## src/rtl/maria_bus_pkg.sv

```systemverilog
// +----------------------------------------------------------------------------+
// | maria_bus_pkg: shared state encodings and widths for the Maria bus arbiter |
// | Rev 1.0                                                                    |
// +----------------------------------------------------------------------------+
`default_nettype none

package maria_bus_pkg;

  localparam int CNT_W = 3;

  localparam logic [2:0] CPU_OWN  = 3'd0;
  localparam logic [2:0] WAIT_CPU = 3'd1;
  localparam logic [2:0] HANDOVER = 3'd2;
  localparam logic [2:0] DMA_OWN  = 3'd3;
  localparam logic [2:0] RELEASE  = 3'd4;

  localparam logic OWNER_CPU = 1'b0;
  localparam logic OWNER_DMA = 1'b1;

endpackage

`default_nettype wire

```

## src/rtl/arb_delay_counter.sv

```systemverilog
// +----------------------------------------------------------------------------+
// | arb_delay_counter: loadable down-counter with zero flag for turnarounds    |
// | Rev 1.0                                                                    |
// +----------------------------------------------------------------------------+
`default_nettype none

module arb_delay_counter
  import maria_bus_pkg::*;
(
  input  logic             clk_sys,
  input  logic             reset,
  input  logic             en,
  input  logic             load,
  input  logic [CNT_W-1:0] load_val,
  input  logic             dec,
  output logic [CNT_W-1:0] cnt,
  output logic             zero
);

  logic [CNT_W-1:0] cnt_q;
  logic [CNT_W-1:0] cnt_d;

  always_comb begin
    cnt_d = cnt_q;
    if (load) begin
      cnt_d = load_val;
    end else if (dec && (cnt_q != '0)) begin
      cnt_d = cnt_q - {{(CNT_W-1){1'b0}}, 1'b1};
    end
  end

  always_ff @(posedge clk_sys) begin
    if (reset) begin
      cnt_q <= '0;
    end else if (en) begin
      cnt_q <= cnt_d;
    end
  end

  assign cnt  = cnt_q;
  assign zero = (cnt_q == '0);

endmodule

`default_nettype wire

```

## src/rtl/maria_bus_arbiter.sv

```systemverilog
// +----------------------------------------------------------------------------+
// | maria_bus_arbiter: hands the 16-bit system bus between 6502 and Maria DMA. |
// | Optional ARB_STATS_EN adds vblank input and per-frame dma_ticks counter.   |
// | Rev 1.0                                                                    |
// +----------------------------------------------------------------------------+
`default_nettype none

module maria_bus_arbiter
  import maria_bus_pkg::*;
#(
  parameter int GRANT_DELAY   = 1,
  parameter int RELEASE_DELAY = 1
) (
  input  logic        clk_sys,
  input  logic        reset,
  input  logic        mclk0,
  input  logic [15:0] cpu_addr,
  input  logic        cpu_rw,
  input  logic        cpu_cycle_end,
  input  logic        dma_halt,
  input  logic [15:0] dma_addr,
  input  logic        dma_drive,
`ifdef ARB_STATS_EN
  input  logic        vblank,
  output logic [15:0] dma_ticks,
`endif
  output logic [15:0] bus_addr,
  output logic        bus_rw,
  output logic        bus_owner,
  output logic        cpu_rdy,
  output logic        dma_grant
);

  if (GRANT_DELAY < 1 || GRANT_DELAY > 7) begin : g_bad_grant_delay
    $error("maria_bus_arbiter: GRANT_DELAY must be within 1..7");
  end
  if (RELEASE_DELAY < 1 || RELEASE_DELAY > 7) begin : g_bad_release_delay
    $error("maria_bus_arbiter: RELEASE_DELAY must be within 1..7");
  end

  localparam logic [CNT_W-1:0] c_grant_load   = CNT_W'(GRANT_DELAY - 1);
  localparam logic [CNT_W-1:0] c_release_load = CNT_W'(RELEASE_DELAY - 1);

  logic [2:0]       state_q, state_d;
  logic             owner_q, owner_d;
  logic             rdy_q, rdy_d;
  logic [15:0]      dma_addr_hold_q, dma_addr_hold_d;
  logic             cnt_load;
  logic [CNT_W-1:0] cnt_load_val;
  logic             cnt_dec;
  logic [CNT_W-1:0] cnt_val;
  logic             cnt_zero;

  arb_delay_counter u_delay (
    .clk_sys  (clk_sys),
    .reset    (reset),
    .en       (mclk0),
    .load     (cnt_load),
    .load_val (cnt_load_val),
    .dec      (cnt_dec),
    .cnt      (cnt_val),
    .zero     (cnt_zero)
  );

  // A halt drop always wins over a pending cycle end or an expiring count.
  always_comb begin
    state_d      = state_q;
    owner_d      = owner_q;
    rdy_d        = rdy_q;
    cnt_load     = 1'b0;
    cnt_load_val = c_grant_load;
    cnt_dec      = 1'b0;
    case (state_q)
      CPU_OWN: begin
        if (dma_halt) begin
          state_d = WAIT_CPU;
          rdy_d   = 1'b0;
        end
      end
      WAIT_CPU: begin
        if (!dma_halt) begin
          state_d = CPU_OWN;
          rdy_d   = 1'b1;
        end else if (cpu_cycle_end) begin
          state_d  = HANDOVER;
          cnt_load = 1'b1;
        end
      end
      HANDOVER: begin
        if (!dma_halt) begin
          state_d      = RELEASE;
          cnt_load     = 1'b1;
          cnt_load_val = c_release_load;
        end else if (cnt_zero) begin
          state_d = DMA_OWN;
          owner_d = OWNER_DMA;
        end else begin
          cnt_dec = 1'b1;
        end
      end
      DMA_OWN: begin
        if (!dma_halt) begin
          state_d      = RELEASE;
          owner_d      = OWNER_CPU;
          cnt_load     = 1'b1;
          cnt_load_val = c_release_load;
        end
      end
      RELEASE: begin
        // A re-request keeps the CPU stalled but it must still finish a cycle.
        if (dma_halt) begin
          state_d = WAIT_CPU;
        end else if (cnt_zero) begin
          state_d = CPU_OWN;
          rdy_d   = 1'b1;
        end else begin
          cnt_dec = 1'b1;
        end
      end
      default: begin
        state_d = CPU_OWN;
        owner_d = OWNER_CPU;
        rdy_d   = 1'b1;
      end
    endcase
  end

  always_comb begin
    dma_addr_hold_d = dma_drive ? dma_addr : dma_addr_hold_q;
  end

  always_ff @(posedge clk_sys) begin
    if (reset) begin
      state_q         <= CPU_OWN;
      owner_q         <= OWNER_CPU;
      rdy_q           <= 1'b1;
      dma_addr_hold_q <= 16'h0000;
    end else if (mclk0) begin
      state_q         <= state_d;
      owner_q         <= owner_d;
      rdy_q           <= rdy_d;
      dma_addr_hold_q <= dma_addr_hold_d;
    end
  end

  always_comb begin
    bus_addr = cpu_addr;
    if (owner_q == OWNER_DMA) begin
      bus_addr = dma_drive ? dma_addr : dma_addr_hold_q;
    end
  end

  assign bus_rw    = (owner_q == OWNER_DMA) ? 1'b1 : cpu_rw;
  assign bus_owner = owner_q;
  assign dma_grant = owner_q;
  assign cpu_rdy   = rdy_q;

`ifdef ARB_STATS_EN
  logic        vblank_q, vblank_d;
  logic [15:0] acc_q, acc_d;
  logic [15:0] dma_ticks_q, dma_ticks_d;
  logic [15:0] acc_inc;

  // A DMA tick landing on the vblank edge belongs to the new frame.
  always_comb begin
    vblank_d    = vblank;
    dma_ticks_d = dma_ticks_q;
    acc_inc     = (owner_q && (acc_q != 16'hFFFF)) ? acc_q + 16'd1 : acc_q;
    acc_d       = acc_inc;
    if (vblank && !vblank_q) begin
      dma_ticks_d = acc_q;
      acc_d       = owner_q ? 16'd1 : 16'd0;
    end
  end

  always_ff @(posedge clk_sys) begin
    if (reset) begin
      vblank_q    <= 1'b0;
      acc_q       <= 16'd0;
      dma_ticks_q <= 16'd0;
    end else if (mclk0) begin
      vblank_q    <= vblank_d;
      acc_q       <= acc_d;
      dma_ticks_q <= dma_ticks_d;
    end
  end

  assign dma_ticks = dma_ticks_q;
`endif

  logic unused_cnt;
  assign unused_cnt = ^cnt_val;

endmodule

`default_nettype wire

```

## config.mk

```make
export PLATFORM = sky130hd
export DESIGN_NAME = maria_bus_arbiter
export DESIGN_NICKNAME = d
export VERILOG_FILES = /design/src/rtl/maria_bus_pkg.sv /design/src/rtl/arb_delay_counter.sv /design/src/rtl/maria_bus_arbiter.sv
export SDC_FILE = /design/constraint.sdc
export NUM_CORES = 1
export LEC_CHECK = 0
export CAP_MARGIN = 0
export CELL_PAD_IN_SITES_DETAIL_PLACEMENT = 1
export CELL_PAD_IN_SITES_GLOBAL_PLACEMENT = 1
export CORE_AREA = 2 2 70 72
export CTS_BUF_LIST = sky130_fd_sc_hd__clkbuf_4
export DETAILED_ROUTE_END_ITERATION = 10
export DIE_AREA = 0 0 72 74
export HOLD_SLACK_MARGIN = 0.08
export PLACE_DENSITY = 0.88
export SLEW_MARGIN = 25
export SYNTH_ARGS = -nofsm -noshare
export SYNTH_HDL_FRONTEND = slang
export SYNTH_SLANG_ARGS = --single-unit
```

## constraint.sdc

```tcl
create_clock -name clk_sys -period 4.3 [get_ports clk_sys]
set_input_delay 0.43 -clock clk_sys [delete_from_list [all_inputs] [get_ports clk_sys]]
set_output_delay 0.43 -clock clk_sys [all_outputs]
set_load 0.05 [all_outputs]
```

# After elaboration in Yosys (flattened, before gate mapping)
# Cells that the tools add are included.
op_classes:
  n_addsub: 1
  n_eq_ne: 14
  muxes: 30
  bitwise: 2
  reduce_logical: 11
ops:
  columns: ["op", "n"]
  rows:
  - ["$mux W16", 2]
  - ["$mux W3", 10]
  - ["$pmux W3 S5", 1]
  - ["$ne A2 B2 Y1 const B", 7]
  - ["$mux W1", 13]
  - ["$reduce_and A6 Y1", 2]
  - ["$ne A3 B3 Y1 const B", 3]
  - ["$eq A3 B2 Y1 const B", 2]
  - ["$logic_not A3 Y1", 2]
  - ["$reduce_and A5 Y1", 1]
  - ["$pmux W1 S2", 2]
  - ["$pmux W1 S4", 1]
  - ["$eq A3 B1 Y1 const B", 1]
  - ["$eq A3 B3 Y1 const B", 1]
  - ["$pmux W1 S3", 1]
  - ["$reduce_bool A3 Y1", 1]
  - ["$reduce_or A3 Y1", 1]
  - ["$sub A3 B1 Y3 const B", 1]
  - ["$not A1 Y1", 2]
  - ["$reduce_and A2 Y1", 1]
  - ["$reduce_bool A2 Y1", 1]
  - ["$reduce_or A2 Y1", 1]
  - ["$logic_and A1 B1 Y1", 1]
totals:
  ff_bits: 24
  in_bits: 39
  out_inout_bits: 20
  wordCells: 63

# Depth between registers and ports, before layout
# Gate-level depths: netlist (run 1).
depth:
  word_depth: 7
  depth_mapped: 6
  depth_no_buf: 6

# Modules after synthesis
# Synthesis (run 1) repeated with hierarchy kept, for this count alone.
hier_totals:
  hier_cells: 202
  hier_area_um2: 1458.9
modules_own_cells:
  columns: ["module", "n_inst", "cells_per_inst", "area_per_inst_um2", "seq_area_each_um2"]
  rows:
  - ["maria_bus_arbiter", 1, 176, 1242.4, 420.4]
  - ["arb_delay_counter", 1, 26, 216.5, 60.1]

# Least setup slack after synthesis (run 1)
# No wires, ideal clock.
synth_timing:
  path_type: "flip-flop to output port"
  from: "register owner_q (netlist: bus_owner)"
  to: "output bus_addr[10]"
  arrival_time_ns: 2.032
  required_time_ns: 3.870
  setup_slack_ns: 1.838
  path_stages_with_launch: 5
  n_path_buf: 2
  cell_sequence: "dfxtp_1 -> clkbuf_1 -> clkbuf_1 -> nor2_1 -> a21oi_1"
synth_between:
  elab_chain_cells: 1
synth_rtl:
  columns: ["item", "line_no", "rtl"]
  rows:
  - ["start, declared", "maria_bus_arbiter.sv:45", "logic owner_q, owner_d;"]
  - ["start signal, assigned", "maria_bus_arbiter.sv:140", "owner_q <= owner_d;"]
  - ["$mux W16", "maria_bus_arbiter.sv:148", "if (owner_q == OWNER_DMA) begin"]
  - ["end, declared", "maria_bus_arbiter.sv:27", "output logic [15:0] bus_addr,"]
# No other way between the ends.

# Worst setup path in the final report (run 1)
layout_timing:
  from: "register owner_q (netlist: bus_owner)"
  to: "output bus_addr[8]"
# Same word-level chain as after synthesis.

==> run summary, run 1 <==
CTS tree -> built
hold crit path type -> reg2reg
Avg Cell Area, Syn -> 7.27 um^2
reg2reg setup slack -> 2.41 ns
xor-xnor portion of the synthesized cell area -> 0%
Layout Skew -> 0.00120 ns
Antenna Nets Post-Route -> 0
register area share after synthesis -> 33.2%
peak supply drop -> 0.105 mV
Crit path required time -> 3.87 ns
global-route wire length before repair -> 6620 um
final net count -> 287
Final TNS setup -> 0 ns
period utilisation layout -> 65.2%
Worst Hold End -> dma_addr_hold_q[13]
IO Port Bufs -> 58
Crit Path Max Fanout -> 23
clock buffer depth -> 2
GR Overflow Total -> 0
largest net degree at the start of global routing -> 26
Global Route Usage Sum -> 15.6%
CP cell instances -> buf_4 -> nor2_1 -> a21oi_1 -> clkdlybuf4s50_1
die footprint -> 5330 um^2
Synth Register Bits -> 24
number of hold buffers added after cts -> 0
max-cap violation count -> 0
Adder-Cell Fraction of Synth Area -> 1.73%
number of DRC markers in iteration 0 -> 53
commonest non-fill, non-tap cells in the layout -> clkdlybuf4s50_1 (58), a21oi_1 (36), nand2_1 (36)
Worst Tran Pin Value -> 0.903 ns
die span in y -> 74 um
Reg2Reg Depth -> 4
Synth Area in Compound Gates -> 20.9%
leading cell type in the layout, fill and taps excluded -> clkdlybuf4s50_1
Slew Viols, Final -> 0
Finish-stage setup viols -> 0
Core Region -> 4600 um^2
Mapped Cells -> 199
power density over the cells -> 269 nW/um^2
RSZ-0062 raised after global routing -> false
Die X -> 72 um
routability-driven placement congestion ratio -> 0.805
Synth warnings -> 0
layout cells sized above 1 -> 3.27%
Crit. End Element -> primary output
vias in the first global route -> 1,540
Max Clock Freq -> 357 MHz
origin of the worst min-delay path -> dma_addr_hold_q[13]
Synthesized Nets -> 240
Final Hold Vio Count -> 0
largest family of logic cells by synthesized area -> simple AND/OR/NAND/NOR gates
initial antenna violation count -> 0
WHS Path Cells -> 2
Worst R2R Start -> state_q[2]
top post-synthesis cells by area -> dfxtp_1 (33%), a21oi_1 (12%), mux2i_1 (12%)
DR pass1 iterations -> 4
status -> finished clean
Starting Density -> 31.5%
vias per cell -> 5.23
CTS sink count -> 24
CTS clk-pin slew, worst paths -> 0.14 ns
CP Launch Type -> register
Yosys cell types -> 31
leakage -> 0.786 nW
hpwl dp -> 2940 um
Filler cells -> 572
CTS Buf Count -> 3
worst hold margin -> 0.461 ns
post-synthesis mux area share -> 12.5%
slowest CP cell -> clkdlybuf4s50_1
WL per Instance -> 13.4 um
synthesized area -> 1450 um^2
Data arrival, critical path -> 2.37 ns
drt total wl -> 4020 um
via count -> 1,565
clk_lat worst skew -> 0.32 ns
Synth area leader -> dfxtp_1
crit path from -> bus_owner
# DRC -> 0
PostCTS Resize Cnt -> 0
kind of critical path -> reg2out
slowest stage delay, CP -> 0.82 ns
Slew HR -> 39.6%
reg-to-reg endpoint -> u_delay.cnt[1]
post-synthesis simple-gate area fraction -> 24.9%
area share of the largest cell type after synthesis -> 33.2%
H-tree levels -> 1
std cell rows -> 25
antenna cells -> 0
min cycle time layout -> 2.80 ns
io pins -> 59
P&R area growth vs syn -> 43.9%
CTS Root Cell -> clkbuf_4
Setup Buffers After CTS -> 0
[cell usage after synthesis]
master	n
or2_2	1
clkbuf_1	13
buf_4	1
buf_6	1
nand3b_1	1
nor3_1	2
nand3_1	5
nor2b_1	4
a21oi_1	36
ha_1	2
o31ai_1	1
mux2_1	1
a221oi_1	2
a211oi_1	2
buf_2	2
or3b_4	1
o21ai_0	5
a22oi_1	1
nor2_1	18
dfxtp_1	24
o21bai_1	3
buf_1	1
and2_1	1
or3_1	4
nand2_1	36
mux2i_1	17
and4b_1	1
a211o_1	1
inv_1	4
nand2b_1	5
a31oi_1	3
[sequential cells by signal, summed over array words and instances (netlist names)]
signal,flops
dma_addr_hold_q,16
cpu_rdy,1
bus_owner,1
state_q,3
u_delay.cnt,3
[worst max path at each step]
| stage | endpoint | slack, ns | cells past startpoint |
|---|---|---|---|
| 6_report | bus_addr[8] | 1.50 | 4 |
| 5_1_grt | bus_addr[10] | 1.31 | 4 |
| 4_1_cts | bus_addr[8] | 1.48 | 4 |
| 3_5_place_dp | bus_addr[8] | 1.55 | 5 |
| 3_3_place_gp | bus_addr[15] | 1.57 | 5 |
| 2_1_floorplan | bus_addr[10] | 1.84 | 4 |
[worst max-delay path: cells and delay by family (launching register included)]
kind / cells / cell delay [ns]
AO/OA/AOI/OAI: 1 / 0.13
buffers and inverters: 2 / 1.17
flip-flops: 1 / 0.67
AND/OR/NAND/NOR: 1 / 0.08
[stage by stage]
| stage | worst slack [ns] | instance area (um^2) | power [W] | utilization (%) | instances |
|---|---|---|---|---|---|
| after global placement | 1.57 | 2030 | 0.000394 | 44.1 | 295 |
| after detailed placement | 1.55 | 2030 | 0.000398 | 44.1 | 295 |
| after global routing | 1.31 | 2080 | 0.000587 | 45.3 | 299 |
| final | 1.50 | 2080 | 0.000559 | 45.3 | 299 |
| after CTS | 1.48 | 2080 | 0.000565 | 45.3 | 299 |
| after floorplan | 1.84 | 1450 | 0.000331 | - | 199 |
[routing by layer]
| metal | vias to the layer above | GRT usage, % | part of all wire (%) |
|---|---|---|---|
| met1 | 738 | 18.3 | 43 |
| met3 | 7 | 2.98 | 6.6 |
| met4 | 0 | 6.92 | 2.0 |
| met2 | 48 | 27.7 | 48 |
| met5 | - | 0 | 0 |
| li1 | 772 | - | - |
[cells by family (layout without fill, tap and decap cells)]
| kind of cell | after synthesis | count (layout) |
|---|---|---|
| AOI/OAI and AO/OA | 54 | 54 |
| buffers and inverters | 22 | 68 |
| muxes | 18 | 18 |
| DFF | 24 | 24 |
| and+or+nand+nor | 79 | 79 |
| adders and majority gates | 2 | 2 |
[where the power goes]
| group | internal, W | switching, W |
|---|---|---|
| Sequential | 0.000232 | 0.00000880 |
| Clock | 0.0000943 | 0.0000733 |
| Combinational | 0.0000697 | 0.0000812 |
[layout make-up]
cell class	instances	area, um^2	area share (%)
clock buffer	3	22.5	1.08
clock inverter	1	30.0	1.44
inverter	4	15.0	0.722
multi-input combinational	153	870	41.8
sequential	24	480	23.1
tap	54	67.6	3.25
timing repair buffer	60	596	28.6
Power figures use the tool's default switching activity.
==> run 2, diff against run 1 <==
- CORE_AREA: 2 2 70 72 -> 2 2 73 75
- DIE_AREA: 0 0 72 74 -> 0 0 75 77
- PLACE_DENSITY: 0.88 -> 0.82
- clock period: 4.3 -> 2.7 ns (I/O delays scaled with it)
==> run summary, run 2 (synthesized netlist as in run 1, its figures left out) <==
register with the most flip-flops -> dma_addr_hold_q
H-tree levels -> 1
# DRC -> 0
Filler cells -> 608
GR Overflow Total -> 0
via count -> 1,534
routability-driven placement congestion ratio -> 0.799
peak supply drop -> 0.235 mV
min cycle time layout -> 1.94 ns
hold crit path type -> reg2reg
Crit path required time -> 2.43 ns
antenna cells -> 0
std cell rows -> 26
Reg2Reg Depth -> 4
pre-CTS setup slack -> 0.682 ns
max FFs per register -> 16
initial antenna violation count -> 0
Final TNS setup -> 0 ns
family with the most delay on the worst path -> buffers and inverters
DR pass1 iterations -> 4
CP cell instances -> buf_4 -> nor2_1 -> a21oi_1 -> buf_12
hpwl dp -> 3190 um
PostCTS Resize Cnt -> 0
final worst slack -> 0.756 ns
reg-to-reg endpoint -> u_delay.cnt[2]
number of DRC markers in iteration 0 -> 116
vias in the first global route -> 1,596
RSZ-0062 raised after global routing -> false
final net count -> 289
power density over the cells -> 411 nW/um^2
drt total wl -> 4330 um
largest net degree at the start of global routing -> 31
CP Launch Type -> register
met3 Track Usage GR -> 3.55%
commonest non-fill, non-tap cells in the layout -> clkdlybuf4s50_1 (41), a21oi_1 (36), nand2_1 (36)
Antenna Nets Post-Route -> 0
WHS Path Cells -> 2
Worst R2R Start -> state_q[2]
Layout Skew -> 0.00101 ns
CTS sink count -> 24
leading cell type in the layout, fill and taps excluded -> clkdlybuf4s50_1
number of hold buffers added after cts -> 0
total power -> 0.000934 W
met2 GRT Util -> 27.3%
clock buffer depth -> 2
Final Hold Vio Count -> 0
vias per cell -> 4.84
most used routing layer -> met2
register area -> 480 um^2
Slew Viols, Final -> 0
WL per Instance -> 13.7 um
Worst Hold End -> dma_addr_hold_q[12]
CTS clk-pin slew, worst paths -> 0.14 ns
Global Route Usage Sum -> 15.6%
kind of critical path -> reg2out
Crit Path Max Fanout -> 30
P&R area growth vs syn -> 57.2%
Finish-stage setup viols -> 0
Core Region -> 4980 um^2
worst hold margin -> 0.466 ns
slowest stage delay, CP -> 0.49 ns
multi-input combinational cell area -> 870 um^2
clk_lat worst skew -> 0.32 ns
io pins -> 59
leakage -> 0.885 nW
CTS Root Cell -> clkbuf_4
met1 Use GR -> 18.6%
global-route wire length before repair -> 7230 um
reg2reg setup slack -> 0.84 ns
Die X -> 75 um
die span in y -> 77 um
Max Clock Freq -> 514 MHz
slowest CP cell -> dfxtp_1
Crit. End Element -> primary output
Setup Buffers After CTS -> 0
Buf/Inv on CP -> 2
period utilisation layout -> 72.0%
Data arrival, critical path -> 1.67 ns
layout cells sized above 1 -> 10.9%
origin of the worst min-delay path -> dma_addr_hold_q[12]
Slew HR -> 58.3%
Worst Tran Pin Value -> 0.625 ns
CTS tree -> built
CTS Buf Count -> 3
status -> finished clean
die footprint -> 5780 um^2
Starting Density -> 29.1%
IO Port Bufs -> 58
max-cap violation count -> 0
## run 2: worst max-delay path by stage
| stage | end | cells past startpoint | start | slack [ns] |
|---|---|---|---|---|
| after global placement | u_delay.cnt[2] | 5 | dma_halt | 0.74 |
| after detailed placement | dma_addr_hold_q[2] | 5 | dma_drive | 0.68 |
| after CTS | bus_addr[10] | 4 | bus_owner | 0.72 |
| final | bus_addr[10] | 4 | bus_owner | 0.76 |
| after floorplan | bus_addr[10] | 4 | bus_owner | 0.40 |
| after global routing | bus_addr[8] | 4 | bus_owner | 0.63 |
## run 2: stage by stage
step	cells	instance area (um^2)	utilization (%)
after global routing	317	2270	45.7
after floorplan	199	1450	-
after detailed placement	313	2220	44.6
final	317	2270	45.7
after CTS	317	2270	45.7
after global placement	313	2220	44.6
## run 2: area by class of cell
type | instances | share of cell area (%)
clock inverter | 1 | 1.32
tap | 70 | 3.85
clock buffer | 3 | 0.991
sequential | 24 | 21.1
inverter | 4 | 0.660
multi-input combinational | 153 | 38.2
timing repair buffer | 62 | 33.8
## run 2: worst min-delay path, cell delays in order (launching register included)
cell and delay (ns):
dfxtp_1 0.34, nand2_1 0.05, a21oi_1 0.05
## run 2: power by group
part	total, W	switching [W]	internal [W]
combinational	0.000280	0.000139	0.000141
sequential	0.000383	0.0000142	0.000369
clock	0.000270	0.000120	0.000150
total	0.000934	0.000274	0.000660
## run 2: layer usage
layer | part of all wire [%] | vias to the layer above
met5 | 0 | -
met4 | 1.2 | 0
met3 | 4.7 | 6
met2 | 51 | 36
met1 | 43 | 718
li1 | - | 774
